===== src/rtl/regfile_pkg.sv =====
// Shared types and default sizing for the 2-read/1-write register file.
package regfile_pkg;

   typedef enum logic {
      RF_IDLE,
      RF_CLEAR
   } rf_state_t;

   localparam int RF_DATA_W = 8;
   localparam int RF_DEPTH  = 4;

endpackage


===== src/rtl/regfile_read_port.sv =====
// One registered read port: range check, optional write-through, data/valid regs.
// Write-through is enabled by defining REGFILE_WR_BYPASS_EN.
module regfile_read_port
   import regfile_pkg::*;
#(
   parameter int DATA_W = RF_DATA_W,
   parameter int DEPTH  = RF_DEPTH,
   parameter int ADDR_W = $clog2(DEPTH)
) (
   input  logic                         clk,
   input  logic                         rst_n,
   input  logic                         rd_en,
   input  logic [ADDR_W-1:0]            rd_adr,
   input  logic [DEPTH-1:0][DATA_W-1:0] mem,
   input  logic                         wr_en,
   input  logic [ADDR_W-1:0]            wr_adr,
   input  logic [DATA_W-1:0]            wr_data,
   output logic [DATA_W-1:0]            r_data,
   output logic                         r_valid
);

   logic              rd_hit;
   logic [DATA_W-1:0] rd_word;
   logic [DATA_W-1:0] r_data_d, r_data_q;
   logic              r_valid_d, r_valid_q;

   always_comb begin
      rd_hit  = 1'b0;
      rd_word = '0;
      for (int i = 0; i < DEPTH; i++) begin
         if (rd_adr == ADDR_W'(i)) begin
            rd_hit  = 1'b1;
            rd_word = mem[i];
         end
      end
`ifdef REGFILE_WR_BYPASS_EN
      if (rd_hit && wr_en && (rd_adr == wr_adr)) begin
         rd_word = wr_data;
      end
`endif
      if (!rd_hit) begin
         rd_word = '0;
      end
   end

`ifndef REGFILE_WR_BYPASS_EN
   logic unused_wr;
   assign unused_wr = ^{wr_en, wr_adr, wr_data};
`endif

   always_comb begin
      r_valid_d = rd_en;
      r_data_d  = rd_en ? rd_word : r_data_q;
   end

   always_ff @(posedge clk or negedge rst_n) begin
      if (!rst_n) begin
         r_data_q  <= '0;
         r_valid_q <= 1'b0;
      end else begin
         r_data_q  <= r_data_d;
         r_valid_q <= r_valid_d;
      end
   end

   assign r_data  = r_data_q;
   assign r_valid = r_valid_q;

endmodule


===== src/rtl/regfile_2r1w.sv =====
// Register file: one write port, two registered read ports, clear sweep.
// Optional write-through on reads: define REGFILE_WR_BYPASS_EN.
module regfile_2r1w
   import regfile_pkg::*;
#(
   parameter  int DATA_W = RF_DATA_W,
   parameter  int DEPTH  = RF_DEPTH,
   localparam int ADDR_W = $clog2(DEPTH)
) (
   input  logic              clk,
   input  logic              rst_n,
   input  logic              w_en,
   input  logic [ADDR_W-1:0] w_adr,
   input  logic [DATA_W-1:0] w_data,
   input  logic              r_en0,
   input  logic [ADDR_W-1:0] r_adr0,
   output logic [DATA_W-1:0] r_data0,
   output logic              r_valid0,
   input  logic              r_en1,
   input  logic [ADDR_W-1:0] r_adr1,
   output logic [DATA_W-1:0] r_data1,
   output logic              r_valid1,
   input  logic              clr,
   output logic              busy,
   output logic              w_err
);

   rf_state_t                  state_d, state_q;
   logic [ADDR_W-1:0]          cnt_d, cnt_q;
   logic [DEPTH-1:0][DATA_W-1:0] mem_d, mem_q;
   logic                       w_err_d, w_err_q;
   logic                       idle;
   logic                       w_in;
   logic                       wr_act;

   assign idle = (state_q == RF_IDLE);

   always_comb begin
      w_in = 1'b0;
      for (int i = 0; i < DEPTH; i++) begin
         if (w_adr == ADDR_W'(i)) begin
            w_in = 1'b1;
         end
      end
   end

   // clr in the same cycle drops the write
   assign wr_act = idle & w_en & ~clr & w_in;

   always_ff @(posedge clk or negedge rst_n) begin
      if (!rst_n) begin
         state_q <= RF_IDLE;
         cnt_q   <= '0;
      end else begin
         state_q <= state_d;
         cnt_q   <= cnt_d;
      end
   end

   always_comb begin
      state_d = state_q;
      cnt_d   = cnt_q;
      unique case (state_q)
         RF_IDLE: begin
            if (clr) begin
               state_d = RF_CLEAR;
               cnt_d   = '0;
            end
         end
         RF_CLEAR: begin
            if (cnt_q == ADDR_W'(DEPTH - 1)) begin
               state_d = RF_IDLE;
               cnt_d   = '0;
            end else begin
               cnt_d = cnt_q + 1'b1;
            end
         end
      endcase
   end

   always_comb begin
      busy = (state_q == RF_CLEAR);
   end

   always_comb begin
      mem_d   = mem_q;
      w_err_d = idle & w_en & ~clr & ~w_in;
      if (!idle) begin
         for (int i = 0; i < DEPTH; i++) begin
            if (cnt_q == ADDR_W'(i)) begin
               mem_d[i] = '0;
            end
         end
      end else if (wr_act) begin
         for (int i = 0; i < DEPTH; i++) begin
            if (w_adr == ADDR_W'(i)) begin
               mem_d[i] = w_data;
            end
         end
      end
   end

   always_ff @(posedge clk or negedge rst_n) begin
      if (!rst_n) begin
         mem_q   <= '0;
         w_err_q <= 1'b0;
      end else begin
         mem_q   <= mem_d;
         w_err_q <= w_err_d;
      end
   end

   assign w_err = w_err_q;

   regfile_read_port #(
      .DATA_W (DATA_W),
      .DEPTH  (DEPTH),
      .ADDR_W (ADDR_W)
   ) u_rp0 (
      .clk     (clk),
      .rst_n   (rst_n),
      .rd_en   (r_en0 & idle),
      .rd_adr  (r_adr0),
      .mem     (mem_q),
      .wr_en   (wr_act),
      .wr_adr  (w_adr),
      .wr_data (w_data),
      .r_data  (r_data0),
      .r_valid (r_valid0)
   );

   regfile_read_port #(
      .DATA_W (DATA_W),
      .DEPTH  (DEPTH),
      .ADDR_W (ADDR_W)
   ) u_rp1 (
      .clk     (clk),
      .rst_n   (rst_n),
      .rd_en   (r_en1 & idle),
      .rd_adr  (r_adr1),
      .mem     (mem_q),
      .wr_en   (wr_act),
      .wr_adr  (w_adr),
      .wr_data (w_data),
      .r_data  (r_data1),
      .r_valid (r_valid1)
   );

endmodule


===== config.mk =====
export PLATFORM = sky130hd
export DESIGN_NAME = regfile_2r1w
export DESIGN_NICKNAME = d
export VERILOG_FILES = /design/src/rtl/regfile_pkg.sv /design/src/rtl/regfile_read_port.sv /design/src/rtl/regfile_2r1w.sv
export SDC_FILE = /design/constraint.sdc
export NUM_CORES = 1
export LEC_CHECK = 0
export BUFFER_PORTS_ARGS = -buffer_cell sky130_fd_sc_hd__buf_2
export CAP_MARGIN = 20
export CORE_MARGIN = 8
export CORE_UTILIZATION = 30
export CTS_BUF_LIST = sky130_fd_sc_hd__clkbuf_4 sky130_fd_sc_hd__clkbuf_8
export CTS_CLUSTER_SIZE = 28
export DETAILED_ROUTE_END_ITERATION = 8
export GPL_ROUTABILITY_DRIVEN = 0
export SLEW_MARGIN = 30
export SYNTH_ARGS = -nofsm -noshare
export SYNTH_HDL_FRONTEND = slang
export SYNTH_SLANG_ARGS = --single-unit

===== constraint.sdc =====
create_clock -name clk -period 1.09 [get_ports clk]
set_input_delay 0.109 -clock clk [delete_from_list [all_inputs] [get_ports clk]]
set_output_delay 0.109 -clock clk [all_outputs]
set_load 0.005 [all_outputs]

==> results of run 1 <==
## per-layer routing
layer | track usage [%] | share of wire (%)
met1 | 13.5 | 44
met2 | 16.6 | 47
met3 | 3.17 | 7.5
met4 | 3.95 | 1.4
met5 | 0 | 0
## state kept, by name, indices dropped and copies added, names as in the netlist
register       count
mem_q             32
cnt_q              2
u_rp0.r_valid      1
u_rp0.r_data       8
busy               1
u_rp1.r_data       8
u_rp1.r_valid      1
w_err              1
## cell usage after synthesis (all sizes together)
library cell / count
and4bb: 1
nor2: 1
clkbuf: 2
inv: 13
nand4: 1
mux4: 16
and4b: 1
nand2b: 2
buf: 8
ha: 4
mux2i: 33
a21o: 1
a22o: 1
nand2: 84
conb: 1
dfrtp: 54
nand4b: 1
nor3: 1
## metrics by stage
step / cell area, sq um / instances / hold WS (ns)
finish: 3320 / 390 / 0.0736
global route: 3320 / 390 / 0.0852
CTS: 3300 / 390 / 0.0760
detailed placement: 3090 / 378 / 0.130
global placement: 3090 / 378 / 0.128
floorplan: 2640 / 225 / -0.187
## area by class of cell
cell class | instances | area [sq um]
tap | 108 | 135
clock inverter | 2 | 60.1
fill | 850 | 5320
sequential | 54 | 1350
clock buffer | 6 | 82.6
inverter | 13 | 56.3
multi-input combinational | 148 | 1180
timing repair buffer | 59 | 450
## cells by family after synthesis
| logic type | Yosys count | synth area share [%] |
|---|---|---|
| buffers and inverters | 23 | 4.93 |
| muxes | 49 | 26.2 |
| adders and majority gates | 4 | 1.90 |
| DFF | 54 | 51.2 |
| AOI/OAI and AO/OA | 2 | 0.617 |
| other | 1 | 0.142 |
| and+or+nand+nor | 92 | 15.0 |
## cell usage in the layout, fill, tap and decap left out, types with 2 or more instances in the layout
master / Yosys / final
nand2b_1: 2 / 2
nand2_2: 0 / 2
buf_2: 1 / 39
nand2_1: 84 / 82
buf_12: 0 / 7
mux2i_1: 33 / 33
dfrtp_1: 54 / 54
inv_2: 0 / 2
mux4_2: 16 / 16
clkbuf_8: 0 / 6
buf_4: 4 / 8
ha_2: 0 / 2
inv_1: 11 / 9
buf_6: 3 / 4
bufinv_16: 0 / 2
## how the worst max path moves through the flow
stage               start         to  cells after the start
floorplan            busy   mem_q[0]                      4
global placement     busy   mem_q[1]                      4
detailed placement   busy  mem_q[16]                      4
CTS                  busy   mem_q[2]                      4
global route         busy   mem_q[2]                      4
finish               busy   mem_q[2]                      4
## what timing repair did
item | 4_1_cts | 5_1_grt
pin swaps | 3 | 2
endpoints found under the setup margin | 50 | 52
endpoints found under the hold margin | 54 | 0
resized for setup | 11 | 1
hold buffers | 1 | 0
buffers inserted | 3 | 0
## power by group
group          leakage, nW  internal [W]  total (W)  switching [W]
Clock               0.0714      0.000980    0.00163       0.000652
Combinational        0.917       0.00112    0.00221        0.00109
Sequential           0.730       0.00261    0.00298       0.000378
Total                 1.72       0.00471    0.00683        0.00212
## worst register-to-register path: cells and delay by family, from the launching register on
kind | cells | cell delay, ns
DFF | 1 | 0.42
and+or+nand+nor | 2 | 0.40
muxes | 1 | 0.20
buffers and inverters | 1 | 0.14
==> flow_metrics.tcl, run 1 <==
set metrics [dict create \
    status "finished with violations" \
    violations "negative setup slack" \
    p_per_area_mw_per_mm2 2060 \
    layout.nets 305 \
    synth_area_sq_mm 0.00264 \
    syn_nets 249 \
    max_freq_ghz 0.812 \
    clk_path_buf_depth 2 \
    start_kind "flop" \
    viasPerCell 4.56 \
    row_count 34 \
    timing.rr.end "mem_q[2]" \
    syn-mean-instance-area_sq_um 11.7 \
    path_clk_slew_ns 0.09 \
    skew_ns 0.00575 \
    finalPower_w 0.00683 \
    die_area_sq_mm 0.0121 \
    avgRoutedWirePerCell_um 15.3 \
    grt_usage_pct 10.6 \
    end_kind "flop" \
    drcViolationCount 0 \
    insertion_delay_ns 0.30 \
    layout_min_cycle_time_ns 1.23 \
    hold_end "busy" \
    reg2reg_slack_ns -0.14 \
    cts_inserted_buffers 5 \
    fin_util_pct 38.4 \
    root_buffer "clkbuf_8" \
    ir_worst_vdd_v 0.000644 \
    hold_viol 0 \
    ys_types 21 \
    area_growth_pct 25.7 \
    antenna_found_initial 0 \
    setup_viol 49 \
    cp_num_buf_inv 1 \
    cellLeakagePower_nw 1.72 \
    max_stage_delay_ns 0.42 \
    final-max-slew-violation-count 0 \
    ant_nets 0 \
    io_buffers 39 \
    num_vias 1778 \
    drive_gt1_share_pct 33.3 \
    place_hpwl_um 4450 \
    io_pins 40 \
    grt-ovfl-total 0 \
    critPathKind "reg2reg" \
    synth.top_cells.by_area "dfrtp_1 (51%), mux4_2 (14%), mux2i_1 (13%)" \
    rsz0062_at_grt "yes" \
    coreArea_sq_mm 0.00864 \
    synth_top_area_share_pct 51.2 \
    grt_pass1_wl_um 9780 \
    cts_tree "yes" \
    critical_path_arrival_ns 1.45 \
    max_cap_viol_count 0 \
    reg2reg_from "busy" \
    postSynthCellCount 225 \
    min_path_cells 3 \
    synth_warnings 0 \
    worst_slack_ns -0.141 \
    yosys.area.top_type "dfrtp_1" \
    hold_start "clr" \
    tns_ns -3.90 \
    drt_pre_antenna_iters 4 \
    critPathRequiredTime_ns 1.31 \
    antenna_cells 0 \
    die_width_um 110 \
    ff2ff_path_depth 4 \
    path_max_fanout 8 \
    slowest_stage "dfrtp_1" \
    ys_seq_area_share_pct 51.2 \
    post-route-period-util_pct 113 \
    wirelength_um 5980 \
    ys_seq_elements 54 \
    crit_chain "nor2_4 -> and4bb_2 -> buf_12 -> mux2i_1" \
    cts_sinks 54 \
    grt_pass1_vias 1862 \
    grt_max_degree 55 \
    htree_levels 2 \
    dr.first_iter.drc_count 74 \
    pre_cts_slack_ns -0.178 \
    initial_core_util_pct 30.6 \
    critPathTopFamily "flip-flops" \
    die_y_um 110 \
    min_path_type "in2reg" \
]
Power figures use the tool's default switching activity.
==> run 2, diff against run 1 <==
Settings changed: CAP_MARGIN 20 to 30, CORE_UTILIZATION 30 to 45, PLACE_DENSITY set to 0.68.
==> flow_metrics.tcl, run 2 (synthesis results as in run 1) <==
set metrics [dict create \
    status "finished with violations" \
    violations "negative setup slack" \
    cellLeakagePower_nw 1.73 \
    grt-ovfl-total 0 \
    final_area_sq_mm 0.00326 \
    drcViolationCount 0 \
    final-seq-area_sq_mm 0.00135 \
    htree_levels 2 \
    grt_pass1_vias 1808 \
    avgRoutedWirePerCell_um 15.3 \
    drive_gt1_share_pct 35.9 \
    pre_cts_slack_ns -0.147 \
    critPathKind "reg2reg" \
    dr.first_iter.drc_count 73 \
    place_hpwl_um 3910 \
    layout.nets 304 \
    antenna_found_initial 0 \
    path_max_fanout 8 \
    die_width_um 92.6 \
    die_y_um 92.6 \
    skew_ns 0.00622 \
    end_kind "flop" \
    hold_viol 0 \
    switchingPower_w 0.00217 \
    setup_viol 49 \
    tns_ns -3.51 \
    min_path_type "in2reg" \
    worst_slack_ns -0.114 \
    hold_slack_ns 0.0662 \
    antenna_cells 0 \
    grt_pass1_wl_um 9270 \
    path_clk_slew_ns 0.10 \
    layout_common_cells "nand2_1 (73), dfrtp_1 (54), buf_2 (39)" \
    final-max-slew-violation-count 0 \
    die_area_sq_mm 0.00857 \
    finalPower_w 0.00650 \
    cp_num_buf_inv 1 \
    p_int_w 0.00433 \
    fill_cells 501 \
    grt_max_degree 55 \
    ir_worst_vdd_v 0.000953 \
    initial_core_util_pct 45.6 \
    post-route-period-util_pct 110 \
    multi_input_area_sq_mm 0.00120 \
    layout_min_cycle_time_ns 1.20 \
    start_kind "flop" \
    slowest_stage "dfrtp_1" \
    viasPerCell 4.99 \
    p_per_area_mw_per_mm2 1990 \
    root_buffer "clkbuf_8" \
    max_cap_viol_count 0 \
    place_area_sq_mm 0.00303 \
    row_count 28 \
    max_stage_delay_ns 0.42 \
    clk_path_buf_depth 2 \
    io_buffers 39 \
    critPathTopFamily "flip-flops" \
    coreArea_sq_mm 0.00578 \
    cts_tree "yes" \
    critical_path_arrival_ns 1.45 \
    switching_share_pct 33.3 \
    rsz0062_at_grt "yes" \
    drt_pre_antenna_iters 4 \
    grt_usage_pct 13.7 \
    regMostFlops "mem_q" \
    ant_nets 0 \
    area_growth_pct 23.5 \
    cts_sinks 54 \
    max_freq_ghz 0.831 \
    largest_register_ffs 32 \
    comb_power_share_pct 36.3 \
    wirelength_um 5450 \
    cts_inserted_buffers 5 \
    layout_commonest_cell "nand2_1" \
    io_pins 40 \
    crit_chain "nor2_4 -> and4bb_2 -> buf_12 -> mux2i_1" \
    critPathRequiredTime_ns 1.33 \
    num_vias 1776 \
    insertion_delay_ns 0.31 \
    sequentialPowerShare_pct 45.7 \
    power_frac_clock_pct 18.0 \
]
==> run 2: layer usage <==
layer  routed length (um)  track usage, %  share of wire, %  up-vias
li1                     -               -                 -      864
met1                 2390            17.3                44      867
met2                 2750            22.5                51       39
met3                  254            3.16               4.7        6
met4                   51            5.23              0.94        0
met5                    0               0                 0        -
==> run 2: worst paths after layout <==
| kind | startpoint | end | slack, ns | cells after the start |
|---|---|---|---|---|
| worst max register to register | busy | mem_q[4] | -0.11 | 4 |
| min in group asynchronous | rst_n | u_rp1.r_data[2] | 0.31 | 3 |
| worst min-delay path | clr | busy | 0.07 | 3 |
| worst min register to register | u_rp1.r_data[4] | u_rp1.r_data[4] | 0.47 | 2 |
| worst max-delay path | busy | mem_q[4] | -0.11 | 4 |
| max in group asynchronous | rst_n | u_rp0.r_data[3] | 0.53 | 3 |
==> run 2: power by group through the flow <==
stage               Combinational (W)  Sequential, W  Clock [W]
finish                        0.00236        0.00297    0.00117
global route                  0.00265        0.00306    0.00128
CTS                           0.00215        0.00297    0.00120
detailed placement            0.00210        0.00302          0
global placement              0.00205        0.00298          0
floorplan                     0.00113        0.00299          0
==> run 2: layout make-up <==
type | instances | share of cell area [%]
Tap cell | 75 | 2.88
Timing Repair Buffer | 58 | 13.8
Multi-Input combinational cell | 148 | 37.0
Inverter | 13 | 1.96
Clock inverter | 2 | 0.384
Clock buffer | 6 | 2.53
Sequential cell | 54 | 41.5
==> run 2: metrics by stage <==
step,util (%),std cells
2_1_floorplan,-,225
3_3_place_gp,52.4,341
3_5_place_dp,52.4,341
4_1_cts,54.6,352
5_1_grt,56.4,356
6_report,56.4,356
==> run 2: worst min-delay path, delay by kind of cell <==
kind | cells | cell delay (ns)
buffers and inverters | 2 | 0.18
multiplexers | 1 | 0.05
==> run 2: repair_timing <==
| item | 4_1_cts | 5_1_grt |
|---|---|---|
| gates cloned | 0 | 0 |
| pin swaps | 3 | 1 |
| endpoints found under the hold margin | 54 | 0 |
| gates resized for setup | 2 | 24 |
| endpoints found under the setup margin | 51 | 52 |
| buffers inserted | 2 | 4 |
| hold buffers | 1 | 0 |
